--- config.mk ---
export PLATFORM = sky130hd
export DESIGN_NAME = pipe_hazard_ctrl_flat
export DESIGN_NICKNAME = d
export VERILOG_FILES = /design/src/rtl/pipe_hazard_ctrl_pkg.sv /design/src/rtl/pipe_hazard_ctrl_if.sv /design/src/rtl/pipe_hazard_ctrl_hazard_detect.sv /design/src/rtl/pipe_hazard_ctrl.sv /design/src/flat_wrapper.sv
export SDC_FILE = /design/constraint.sdc
export NUM_CORES = 1
export LEC_CHECK = 0
export ABC_AREA = 1
export CORE_AREA = 2 2 54 56
export DETAILED_ROUTE_END_ITERATION = 10
export DIE_AREA = 0 0 56 58
export HOLD_SLACK_MARGIN = 0.12
export PLACE_DENSITY = 0.92
export REMOVE_ABC_BUFFERS = 1
export SYNTH_ARGS = -nofsm -noshare
export SYNTH_HDL_FRONTEND = slang
export SYNTH_SLANG_ARGS = --single-unit
--- constraint.sdc ---
create_clock -name clk -period 2.7 [get_ports clk]
set_clock_uncertainty 0.1 [all_clocks]
set_input_delay 0.405 -clock clk [delete_from_list [all_inputs] [get_ports clk]]
set_output_delay 0.405 -clock clk [all_outputs]
set_load 0.02 [all_outputs]
--- src/rtl/pipe_hazard_ctrl_pkg.sv ---
// riscv_pipe_pkg: shared opcodes, forward selects and FSM state.
// Imported by the hazard controller, its interface and sub-module.
package riscv_pipe_pkg;

  localparam logic [6:0] OPC_OP     = 7'b0110011;
  localparam logic [6:0] OPC_OP_IMM = 7'b0010011;
  localparam logic [6:0] OPC_LOAD   = 7'b0000011;
  localparam logic [6:0] OPC_STORE  = 7'b0100011;
  localparam logic [6:0] OPC_BRANCH = 7'b1100011;
  localparam logic [6:0] OPC_JAL    = 7'b1101111;
  localparam logic [6:0] OPC_JALR   = 7'b1100111;
  localparam logic [6:0] OPC_LUI    = 7'b0110111;
  localparam logic [6:0] OPC_AUIPC  = 7'b0010111;

  typedef enum logic [1:0] {
    FWD_RF  = 2'b00,
    FWD_MEM = 2'b01,
    FWD_WB  = 2'b10
  } fwd_sel_t;

  typedef enum logic [1:0] {
    ST_RUN     = 2'd0,
    ST_LDSTALL = 2'd1,
    ST_FLUSH   = 2'd2,
    ST_MEMWAIT = 2'd3
  } pipe_state_t;

endpackage

--- src/rtl/pipe_hazard_ctrl_if.sv ---
// Hazard-controller bundle: ID/EX/MEM/WB info in, stage control out.
// master = pipeline side, slave = controller. Perf: PIPE_HAZARD_PERF_EN.
interface pipe_hazard_ctrl_if
`ifdef PIPE_HAZARD_PERF_EN
  #(parameter int PERF_W = 32)
`endif
  ;
  logic [31:0] id_instr;
  logic        id_valid;
  logic [4:0]  ex_rd;
  logic        ex_memread;
  logic [4:0]  ex_rs1;
  logic [4:0]  ex_rs2;
  logic        ex_redirect;
  logic [4:0]  mem_rd;
  logic        mem_regwrite;
  logic [4:0]  wb_rd;
  logic        wb_regwrite;
  logic        dmem_req;
  logic        dmem_ack;
  logic        pc_en;
  logic        if_id_en;
  logic        id_ex_en;
  logic        ex_mem_en;
  logic        mem_wb_en;
  logic        flush_if_id;
  logic        bubble_id_ex;
  logic [1:0]  fwd_a;
  logic [1:0]  fwd_b;
  logic [1:0]  ctrl_state;
`ifdef PIPE_HAZARD_PERF_EN
  logic [PERF_W-1:0] perf_stall_cnt;
  logic [PERF_W-1:0] perf_flush_cnt;
`endif

  modport master (
    output id_instr, id_valid,
    output ex_rd, ex_memread,
    output ex_rs1, ex_rs2, ex_redirect,
    output mem_rd, mem_regwrite,
    output wb_rd, wb_regwrite,
    output dmem_req, dmem_ack,
    input  pc_en, if_id_en, id_ex_en,
    input  ex_mem_en, mem_wb_en,
    input  flush_if_id, bubble_id_ex,
    input  fwd_a, fwd_b, ctrl_state
`ifdef PIPE_HAZARD_PERF_EN
    , input perf_stall_cnt, perf_flush_cnt
`endif
  );

  modport slave (
    input  id_instr, id_valid,
    input  ex_rd, ex_memread,
    input  ex_rs1, ex_rs2, ex_redirect,
    input  mem_rd, mem_regwrite,
    input  wb_rd, wb_regwrite,
    input  dmem_req, dmem_ack,
    output pc_en, if_id_en, id_ex_en,
    output ex_mem_en, mem_wb_en,
    output flush_if_id, bubble_id_ex,
    output fwd_a, fwd_b, ctrl_state
`ifdef PIPE_HAZARD_PERF_EN
    , output perf_stall_cnt, perf_flush_cnt
`endif
  );

endinterface

--- src/rtl/pipe_hazard_ctrl_hazard_detect.sv ---
// hazard_detect: ID register-usage decode, load-use compare, EX forwarding.
// In: ID instr/valid, EX/MEM/WB regs. Out: o_load_use, o_fwd_a, o_fwd_b.
module hazard_detect
  import riscv_pipe_pkg::*;
(
  input  logic [31:0] i_id_instr,
  input  logic        i_id_valid,
  input  logic [4:0]  i_ex_rd,
  input  logic        i_ex_memread,
  input  logic [4:0]  i_ex_rs1,
  input  logic [4:0]  i_ex_rs2,
  input  logic [4:0]  i_mem_rd,
  input  logic        i_mem_regwrite,
  input  logic [4:0]  i_wb_rd,
  input  logic        i_wb_regwrite,
  output logic        o_load_use,
  output fwd_sel_t    o_fwd_a,
  output fwd_sel_t    o_fwd_b
);

  logic [6:0] w_opc;
  logic [4:0] w_rs1;
  logic [4:0] w_rs2;
  logic       w_use_rs1;
  logic       w_use_rs2;

  assign w_opc = i_id_instr[6:0];
  assign w_rs1 = i_id_instr[19:15];
  assign w_rs2 = i_id_instr[24:20];

  always_comb begin
    w_use_rs1 = 1'b1;
    w_use_rs2 = 1'b0;
    case (w_opc)
      OPC_LUI, OPC_AUIPC, OPC_JAL:
        w_use_rs1 = 1'b0;
      OPC_OP, OPC_STORE, OPC_BRANCH:
        w_use_rs2 = 1'b1;
      OPC_OP_IMM, OPC_LOAD, OPC_JALR: ;
      default: ;
    endcase
  end

  // x0 is excluded once here via ex_rd, so the source match needs no check.
  assign o_load_use = i_ex_memread
                    && (i_ex_rd != 5'd0)
                    && i_id_valid
                    && ((w_use_rs1 && (w_rs1 == i_ex_rd))
                     || (w_use_rs2 && (w_rs2 == i_ex_rd)));

  function automatic fwd_sel_t pick(input logic [4:0] rs);
    if (i_mem_regwrite && i_mem_rd != 5'd0 && i_mem_rd == rs)
      return FWD_MEM;
    else if (i_wb_regwrite && i_wb_rd != 5'd0 && i_wb_rd == rs)
      return FWD_WB;
    else
      return FWD_RF;
  endfunction

  assign o_fwd_a = pick(i_ex_rs1);
  assign o_fwd_b = pick(i_ex_rs2);

endmodule

--- src/rtl/pipe_hazard_ctrl.sv ---
// pipe_hazard_ctrl: run/stall/flush/freeze sequencer for the 5-stage pipe.
// Ports: clk, rst_n (sync, active-low), bus (slave). Perf: PIPE_HAZARD_PERF_EN.
module pipe_hazard_ctrl
  import riscv_pipe_pkg::*;
#(
  parameter int FLUSH_DEPTH = 2
`ifdef PIPE_HAZARD_PERF_EN
  , parameter int PERF_W = 32
`endif
) (
  input  logic         clk,
  input  logic         rst_n,
  pipe_hazard_ctrl_if.slave bus
);

  localparam int FD = (FLUSH_DEPTH < 1) ? 1 :
                      (FLUSH_DEPTH > 3) ? 3 : FLUSH_DEPTH;
  localparam logic [1:0] FCNT_LD = 2'(FD - 1);

  pipe_state_t r_state, w_state_nxt;
  pipe_state_t r_ret, w_ret_nxt;
  logic [1:0]  r_fcnt, w_fcnt_nxt;

  logic     w_load_use;
  logic     w_mem_stall;
  fwd_sel_t w_fwd_a;
  fwd_sel_t w_fwd_b;
  logic     w_pc_en, w_if_id_en, w_id_ex_en;
  logic     w_ex_mem_en, w_mem_wb_en;
  logic     w_flush, w_bubble;

  hazard_detect u_hd (
    .i_id_instr     (bus.id_instr),
    .i_id_valid     (bus.id_valid),
    .i_ex_rd        (bus.ex_rd),
    .i_ex_memread   (bus.ex_memread),
    .i_ex_rs1       (bus.ex_rs1),
    .i_ex_rs2       (bus.ex_rs2),
    .i_mem_rd       (bus.mem_rd),
    .i_mem_regwrite (bus.mem_regwrite),
    .i_wb_rd        (bus.wb_rd),
    .i_wb_regwrite  (bus.wb_regwrite),
    .o_load_use     (w_load_use),
    .o_fwd_a        (w_fwd_a),
    .o_fwd_b        (w_fwd_b)
  );

  assign w_mem_stall = bus.dmem_req && !bus.dmem_ack;

  always_ff @(posedge clk) begin
    if (!rst_n) begin
      r_state <= ST_RUN;
      r_ret   <= ST_RUN;
      r_fcnt  <= 2'd0;
    end else begin
      r_state <= w_state_nxt;
      r_ret   <= w_ret_nxt;
      r_fcnt  <= w_fcnt_nxt;
    end
  end

  always_comb begin
    w_state_nxt = r_state;
    w_ret_nxt   = r_ret;
    w_fcnt_nxt  = r_fcnt;
    unique case (r_state)
      ST_RUN, ST_LDSTALL: begin
        if (w_mem_stall) begin
          w_state_nxt = ST_MEMWAIT;
          w_ret_nxt   = ST_RUN;
        end else if (bus.ex_redirect) begin
          w_state_nxt = (FD > 1) ? ST_FLUSH : ST_RUN;
          w_fcnt_nxt  = FCNT_LD;
        end else if (w_load_use && r_state == ST_RUN) begin
          w_state_nxt = ST_LDSTALL;
        end else begin
          w_state_nxt = ST_RUN;
        end
      end
      ST_FLUSH: begin
        if (w_mem_stall) begin
          w_state_nxt = ST_MEMWAIT;
          w_ret_nxt   = ST_FLUSH;
        end else begin
          w_fcnt_nxt  = r_fcnt - 2'd1;
          w_state_nxt = (r_fcnt == 2'd1) ? ST_RUN : ST_FLUSH;
        end
      end
      ST_MEMWAIT: begin
        if (bus.dmem_ack)
          w_state_nxt = r_ret;
      end
      default: w_state_nxt = ST_RUN;
    endcase
  end

  always_comb begin
    w_pc_en     = 1'b1;
    w_if_id_en  = 1'b1;
    w_id_ex_en  = 1'b1;
    w_ex_mem_en = 1'b1;
    w_mem_wb_en = 1'b1;
    w_flush     = 1'b0;
    w_bubble    = 1'b0;
    unique case (r_state)
      ST_RUN, ST_LDSTALL: begin
        if (w_mem_stall) begin
          {w_pc_en, w_if_id_en, w_id_ex_en,
           w_ex_mem_en, w_mem_wb_en} = 5'b0;
        end else if (bus.ex_redirect) begin
          w_flush  = 1'b1;
          w_bubble = 1'b1;
        end else if (w_load_use && r_state == ST_RUN) begin
          w_pc_en    = 1'b0;
          w_if_id_en = 1'b0;
          w_bubble   = 1'b1;
        end
      end
      ST_FLUSH: begin
        if (w_mem_stall) begin
          {w_pc_en, w_if_id_en, w_id_ex_en,
           w_ex_mem_en, w_mem_wb_en} = 5'b0;
        end else begin
          w_flush  = 1'b1;
          w_bubble = 1'b1;
        end
      end
      ST_MEMWAIT: begin
        {w_pc_en, w_if_id_en, w_id_ex_en,
         w_ex_mem_en, w_mem_wb_en} = 5'b0;
      end
      default: ;
    endcase
  end

  assign bus.pc_en        = w_pc_en;
  assign bus.if_id_en     = w_if_id_en;
  assign bus.id_ex_en     = w_id_ex_en;
  assign bus.ex_mem_en    = w_ex_mem_en;
  assign bus.mem_wb_en    = w_mem_wb_en;
  assign bus.flush_if_id  = w_flush;
  assign bus.bubble_id_ex = w_bubble;
  assign bus.fwd_a        = w_fwd_a;
  assign bus.fwd_b        = w_fwd_b;
  assign bus.ctrl_state   = r_state;

`ifdef PIPE_HAZARD_PERF_EN
  logic [PERF_W-1:0] r_stall_cnt;
  logic [PERF_W-1:0] r_flush_cnt;

  always_ff @(posedge clk) begin
    if (!rst_n) begin
      r_stall_cnt <= '0;
      r_flush_cnt <= '0;
    end else begin
      if (!w_pc_en)
        r_stall_cnt <= r_stall_cnt + 1'b1;
      if (w_flush)
        r_flush_cnt <= r_flush_cnt + 1'b1;
    end
  end

  assign bus.perf_stall_cnt = r_stall_cnt;
  assign bus.perf_flush_cnt = r_flush_cnt;
`endif

endmodule

--- src/flat_wrapper.sv ---
// flat-port wrapper written by rule: the top's interface ports become plain ports
module pipe_hazard_ctrl_flat import riscv_pipe_pkg::*;
#(
  parameter int FLUSH_DEPTH = 2

)
  (clk, rst_n, bus_id_instr, bus_id_valid, bus_ex_rd, bus_ex_memread, bus_ex_rs1, bus_ex_rs2, bus_ex_redirect, bus_mem_rd, bus_mem_regwrite, bus_wb_rd, bus_wb_regwrite, bus_dmem_req, bus_dmem_ack, bus_pc_en, bus_if_id_en, bus_id_ex_en, bus_ex_mem_en, bus_mem_wb_en, bus_flush_if_id, bus_bubble_id_ex, bus_fwd_a, bus_fwd_b, bus_ctrl_state);
  pipe_hazard_ctrl_if bus_i ();
  input  logic clk;
  input  logic rst_n;
  input wire logic [$bits(bus_i.id_instr)-1:0] bus_id_instr;
  input wire logic [$bits(bus_i.id_valid)-1:0] bus_id_valid;
  input wire logic [$bits(bus_i.ex_rd)-1:0] bus_ex_rd;
  input wire logic [$bits(bus_i.ex_memread)-1:0] bus_ex_memread;
  input wire logic [$bits(bus_i.ex_rs1)-1:0] bus_ex_rs1;
  input wire logic [$bits(bus_i.ex_rs2)-1:0] bus_ex_rs2;
  input wire logic [$bits(bus_i.ex_redirect)-1:0] bus_ex_redirect;
  input wire logic [$bits(bus_i.mem_rd)-1:0] bus_mem_rd;
  input wire logic [$bits(bus_i.mem_regwrite)-1:0] bus_mem_regwrite;
  input wire logic [$bits(bus_i.wb_rd)-1:0] bus_wb_rd;
  input wire logic [$bits(bus_i.wb_regwrite)-1:0] bus_wb_regwrite;
  input wire logic [$bits(bus_i.dmem_req)-1:0] bus_dmem_req;
  input wire logic [$bits(bus_i.dmem_ack)-1:0] bus_dmem_ack;
  output wire logic [$bits(bus_i.pc_en)-1:0] bus_pc_en;
  output wire logic [$bits(bus_i.if_id_en)-1:0] bus_if_id_en;
  output wire logic [$bits(bus_i.id_ex_en)-1:0] bus_id_ex_en;
  output wire logic [$bits(bus_i.ex_mem_en)-1:0] bus_ex_mem_en;
  output wire logic [$bits(bus_i.mem_wb_en)-1:0] bus_mem_wb_en;
  output wire logic [$bits(bus_i.flush_if_id)-1:0] bus_flush_if_id;
  output wire logic [$bits(bus_i.bubble_id_ex)-1:0] bus_bubble_id_ex;
  output wire logic [$bits(bus_i.fwd_a)-1:0] bus_fwd_a;
  output wire logic [$bits(bus_i.fwd_b)-1:0] bus_fwd_b;
  output wire logic [$bits(bus_i.ctrl_state)-1:0] bus_ctrl_state;
  assign bus_i.id_instr = bus_id_instr;
  assign bus_i.id_valid = bus_id_valid;
  assign bus_i.ex_rd = bus_ex_rd;
  assign bus_i.ex_memread = bus_ex_memread;
  assign bus_i.ex_rs1 = bus_ex_rs1;
  assign bus_i.ex_rs2 = bus_ex_rs2;
  assign bus_i.ex_redirect = bus_ex_redirect;
  assign bus_i.mem_rd = bus_mem_rd;
  assign bus_i.mem_regwrite = bus_mem_regwrite;
  assign bus_i.wb_rd = bus_wb_rd;
  assign bus_i.wb_regwrite = bus_wb_regwrite;
  assign bus_i.dmem_req = bus_dmem_req;
  assign bus_i.dmem_ack = bus_dmem_ack;
  assign bus_pc_en = bus_i.pc_en;
  assign bus_if_id_en = bus_i.if_id_en;
  assign bus_id_ex_en = bus_i.id_ex_en;
  assign bus_ex_mem_en = bus_i.ex_mem_en;
  assign bus_mem_wb_en = bus_i.mem_wb_en;
  assign bus_flush_if_id = bus_i.flush_if_id;
  assign bus_bubble_id_ex = bus_i.bubble_id_ex;
  assign bus_fwd_a = bus_i.fwd_a;
  assign bus_fwd_b = bus_i.fwd_b;
  assign bus_ctrl_state = bus_i.ctrl_state;
  pipe_hazard_ctrl #(.FLUSH_DEPTH(FLUSH_DEPTH)) u_core (.clk(clk), .rst_n(rst_n), .bus(bus_i));
endmodule
# Word-level counts from Yosys, hierarchy flattened
# Cells that the tools add are included.
# op_classes
add_sub_neg	1
n_eq_ne	22
mux	33
n_reduce_logical	26
# ops
cell	n
$eq A5 B5 Y1	6
$mux W2	14
$eq A7 B6 Y1 const B	3
$reduce_bool A5 Y1	3
$eq A7 B7 Y1 const B	2
$logic_and A1 B1 Y1	13
$mux W1	12
$reduce_or A3 Y1	3
$ne A2 B2 Y1 const B	4
$pmux W2 S2	2
$eq A7 B5 Y1 const B	1
$pmux W1 S2	3
$pmux W2 S3	1
$eq A2 B1 Y1 const B	2
$eq A2 B2 Y1 const B	2
$ne A2 B1 Y1 const B	2
$reduce_and A4 Y1	1
$pmux W1 S3	1
$reduce_and A3 Y1	1
$logic_not A2 Y1	1
$reduce_bool A2 Y1	1
$reduce_or A2 Y1	1
$sub A2 B1 Y2 const B	1
$logic_not A1 Y1	1
$logic_or A1 B1 Y1	1
# totals
reg_bits	6
input_bits	66
output_inout_bits	13
word_cells	85

# Logic depth before layout (Yosys ltp)
# Gate-level depths: netlist of run 1.
# logic_depth
word_depth	11
ltp_mapped	12
depth_no_buf	11

# By module
# A second synthesis of run 1 with hierarchy kept.
# hier_totals
hier_cells	159
hier_area_um2	877.1
# by_module_without_submodules
module	instances	cells_each	area_per_inst_um2	seq_area_each_um2
hazard_detect	1	108	553.0	0.0
pipe_hazard_ctrl	1	51	324.1	100.1

# Worst setup path before layout of run 1
# Ideal clock, no wire load.
# synth_path
kind	input-to-output
startpoint	in bus_mem_rd[3]
endpoint	out bus_fwd_a[1]
t_arrival_ns	1.342
required_time_ns	2.195
path_slack_ns	0.853
stages	3
n_path_buf	0
cell_sequence	xor2_1 -> nor4_2 -> nor2_1
# synth_via
elab_chain_cells	4
elab_cells_between_ends	5
cone_classes	eq/ne: 1; mux: 1; reduce/logical: 3
# synth_lines
item	line_no	text
from (decl)	flat_wrapper.sv:18	input wire logic [$bits(bus_i.mem_rd)-1:0] bus_mem_rd;
$reduce_bool A5 Y1	pipe_hazard_ctrl_hazard_detect.sv:52	if (i_mem_regwrite && i_mem_rd != 5'd0 && i_mem_rd == rs)
$logic_and A1 B1 Y1	pipe_hazard_ctrl_hazard_detect.sv:52	
$logic_and A1 B1 Y1 *	pipe_hazard_ctrl_hazard_detect.sv:52	
$mux W2 *	pipe_hazard_ctrl_hazard_detect.sv:52	
to (decl)	flat_wrapper.sv:31	output wire logic [$bits(bus_i.fwd_a)-1:0] bus_fwd_a;
# Mark *: on every way between the ends. The rest lies on a longest branch, timed or not.

# Worst setup path after layout of run 1
# layout_path
startpoint	in bus_ex_rd[3]
endpoint	out bus_if_id_en
# layout_via
elab_chain_cells	9
elab_cells_between_ends	14
cone_classes	eq/ne: 2; mux: 4; reduce/logical: 8
# layout_lines
item	line_no	text
from (decl)	flat_wrapper.sv:13	input wire logic [$bits(bus_i.ex_rd)-1:0] bus_ex_rd;
$eq A5 B5 Y1, or another cell as far along	pipe_hazard_ctrl_hazard_detect.sv:48	&& ((w_use_rs1 && (w_rs1 == i_ex_rd))
$logic_and A1 B1 Y1 (on tied branches)	pipe_hazard_ctrl_hazard_detect.sv:48, pipe_hazard_ctrl_hazard_detect.sv:46, pipe_hazard_ctrl_hazard_detect.sv:49	
$logic_or A1 B1 Y1 / $logic_and A1 B1 Y1 (equally long branches)	pipe_hazard_ctrl_hazard_detect.sv:49, pipe_hazard_ctrl_hazard_detect.sv:47	
$logic_and A1 B1 Y1 *	pipe_hazard_ctrl_hazard_detect.sv:48	
$logic_and A1 B1 Y1 *	pipe_hazard_ctrl.sv:113	end else if (w_load_use && r_state == ST_RUN) begin
$mux W1 *	pipe_hazard_ctrl.sv:113	
$mux W1 *	pipe_hazard_ctrl.sv:110	end else if (bus.ex_redirect) begin
$mux W1 *	pipe_hazard_ctrl.sv:107	if (w_mem_stall) begin
$pmux W1 S3 *	pipe_hazard_ctrl.sv:105	unique case (r_state)
to (decl)	flat_wrapper.sv:25	output wire logic [$bits(bus_i.if_id_en)-1:0] bus_if_id_en;
# Marked as above.

==> results of run 1 <==
[report_power, final]
part	internal (mW)	switching, mW	total, mW
registers	0.0801	0.00534	0.0854
logic	0.125	0.100	0.225
clock network	0.0562	0.0351	0.0913
[per-layer routing]
metal  wire [µm]  vias to the layer above  GRT usage, %
met4           4                        0          2.04
met5           0                        -             0
met2        1310                       57          32.8
li1            -                      587             -
met3         300                        2          6.25
met1         960                      474          16.8
[worst max-delay path, stage by stage]
cell and delay, ps:
clkdlybuf4s50_1 540, inv_1 80, nand2_1 60, nand2_1 40
inv_1 40, nand2_1 40, nor2_1 80, nand2_1 60
nand2_2 70, buf_4 100, nand3_2 60, nand2_1 60
inv_1 40, dlygate4sd2_1 310
[state kept, by name, indices dropped and copies added, names as in the netlist]
name,cells
u_core.r_fcnt,2
u_core.r_ret,1
u_core.bus.ctrl_state,2
[through the flow]
stage,setup TNS [ps],hold slack [ps],cell area (µm²)
floorplan,0,337,857
global placement,-25.2,355,1550
detailed placement,-100,383,1550
CTS,0,390,1570
global route,0,412,1580
finish,0,384,1580
[path summary, 6_finish.rpt]
path                                    startpoint                       endpoint  slack [ps]  cells past startpoint
max                                   bus_ex_rd[3]                   bus_if_id_en         210                     14
max reg2reg  u_core.bus.ctrl_state[1]$_SDFFE_PN0P_  u_core.r_fcnt[1]$_SDFFE_PN0P_        1440                      8
min reg2reg          u_core.r_fcnt[1]$_SDFFE_PN0P_  u_core.r_fcnt[1]$_SDFFE_PN0P_         380                      2
min                  u_core.r_fcnt[1]$_SDFFE_PN0P_  u_core.r_fcnt[1]$_SDFFE_PN0P_         380                      2
[area by class of cell]
type | instances | area [µm²]
fill | 264 | 1080
multi-input combinational | 113 | 653
inverter | 27 | 104
timing repair buffer | 66 | 656
tap | 31 | 38.8
sequential | 5 | 100
clock buffer | 4 | 26.3
[cells in the final DEF, fill, tap and decap left out, drive strengths merged]
cell and count:
clkdlybuf4s50 56, nand2 43, inv 27, nor2 19, xor2 13, xnor2 10, o21ai 7, dfxtp 5
nand3 5, a21oi 4, dlygate4sd2 4, clkbuf 4, nand4 3, nor3 3, dlymetal6s2s 3, buf 3
nor4 2, a31oi 2, a211oi 1, ha 1
[cell families after synthesis]
group,Yosys count,synth area share [%]
AO/OA/AOI/OAI,14,9.10
adder cells (fa/ha/maj),1,1.42
flip-flops,5,11.4
XOR/XNOR,23,22.9
AND/OR/NAND/NOR,75,40.8
buffers and inverters,30,14.4
[what timing repair did]
item,CTS,global route
gates cloned,0,0
buffers inserted,0,0
hold buffers,0,0
gates resized for setup,4,3
setup endpoints to repair,4,3
pin swaps,0,0
==> qor.csv, run 1 <==
stage,metric,value,unit
place,Placed Cells,242,
detailed_routing,DRC,0,
detailed_routing,Starting DRT DRC Count,56,
cells_and_area,share of cells above drive strength 1,9.30,%
yosys,Yosys Warn Count,0,
yosys,synthesized area per cell,5.94,µm²
place,Placer Congestion,0.799,
detailed_routing,Routed WL,2.58,mm
grt,largest net degree at the start of global routing,7,
yosys,most frequent cell after synthesis,nand2_1,
timing,crit share post-route,92.2,%
yosys,"top cells by area, synth","nand2_1 17%, xor2_1 13%, dfxtp_1 11%",
timing,RSZ-0062 raised after global routing,false,
timing,final hold vios,0,
cells_and_area,Area Growth Syn to Fin,79.4,%
worst_setup_path,critical path peak fanout,3,
grt,Total GRT Usage,16.5,%
cells_and_area,Final Non-Filler Cells,246,
cts,Skew-Pair Late Insertion Delay,250,ps
flow_run,Max Cap Violations,0,
yosys,Post-synth EDFFs,0,
floorplan,Initial Utilization,33.0,%
place,dpl ws,-38.0,ps
power,Pwr Total,0.401,mW
yosys,ys async rst share,0,%
grt,first-pass GRT wire length,4.30,mm
timing,worst slew pin tran,382,ps
timing,Final WS setup,210,ps
detailed_routing,Via-to-Cell Ratio,4.55,
timing,fmax,402,MHz
worst_setup_path,Worst EP required,2190,ps
floorplan,# rows,19,
cts,CTS tree,done,
worst_setup_path,Setup Crit Path Kind,primary input to output port,
floorplan,# IOs,79,
cells_and_area,Total Nets Final,283,
cells_and_area,final core occ,59.3,%
yosys,synthesized area,880,µm²
floorplan,Core Area,2660,µm²
yosys,"Top FF cell, synth",dfxtp_1,
timing,Slew Limit Headroom,74.4,%
yosys,Syn Inst Count,148,
cts,CTS Buf Count,3,
worst_setup_path,endpoint class of the critical path,output port,
grt,vias in the first global route,1069,
detailed_routing,routed len/inst,10.5,µm
grt,initial antenna violation count,0,
place,PortBufs,63,
yosys,distinct cell type count after synthesis,22,
cells_and_area,antenna diode count,0,
yosys,sequential area share after synthesis,11.4,%
cts,Worst-path clk slew,40,ps
floorplan,Die Width,56,µm
power,Leak,0.785,nW
yosys,post-synth top area cell,nand2_1,
grt,Overflow after GRT,0,
worst_setup_path,Worst EP arrival,1990,ps
cts,Root Driver,clkbuf_4,
detailed_routing,Vias,1120,
status,status,finished clean,
place,post-DP HPWL,2.25,mm
yosys,post-synth top area share,17.5,%
timing,# setup viols final,0,
cts,Max Root-Sink Buffers,2,
timing,Pins Over Slew Limit,0,
power,pwr/cell area,254,nW/µm²
worst_setup_path,critical path startpoint category,primary input,
cts,Clock Sinks,5,
yosys,commonest cells in the netlist,"41 x nand2_1, 21 x inv_1, 17 x nor2_1, 13 x xor2_1, 10 x xnor2_1",
yosys,number of synthesized register bits,5,
detailed_routing,DR pass1 iterations,4,
power,maximum vdd drop,271,µV
floorplan,DIE AREA,3250,µm²
min_path,Hold Path Class,flop to flop,
detailed_routing,Detail Route Antenna Nets,0,
timing,post-layout minimum cycle time,2490,ps
cts,H-tree levels,1,
floorplan,die height,58,µm
No activity file was read; power rests on OpenSTA's default activity.
==> inputs of run 2 (changes only) <==
TNS_END_PERCENT = 30   (was default)
==> results of run 2 <==
No change in the layout: final DEF, timing and power equal those of run 1.
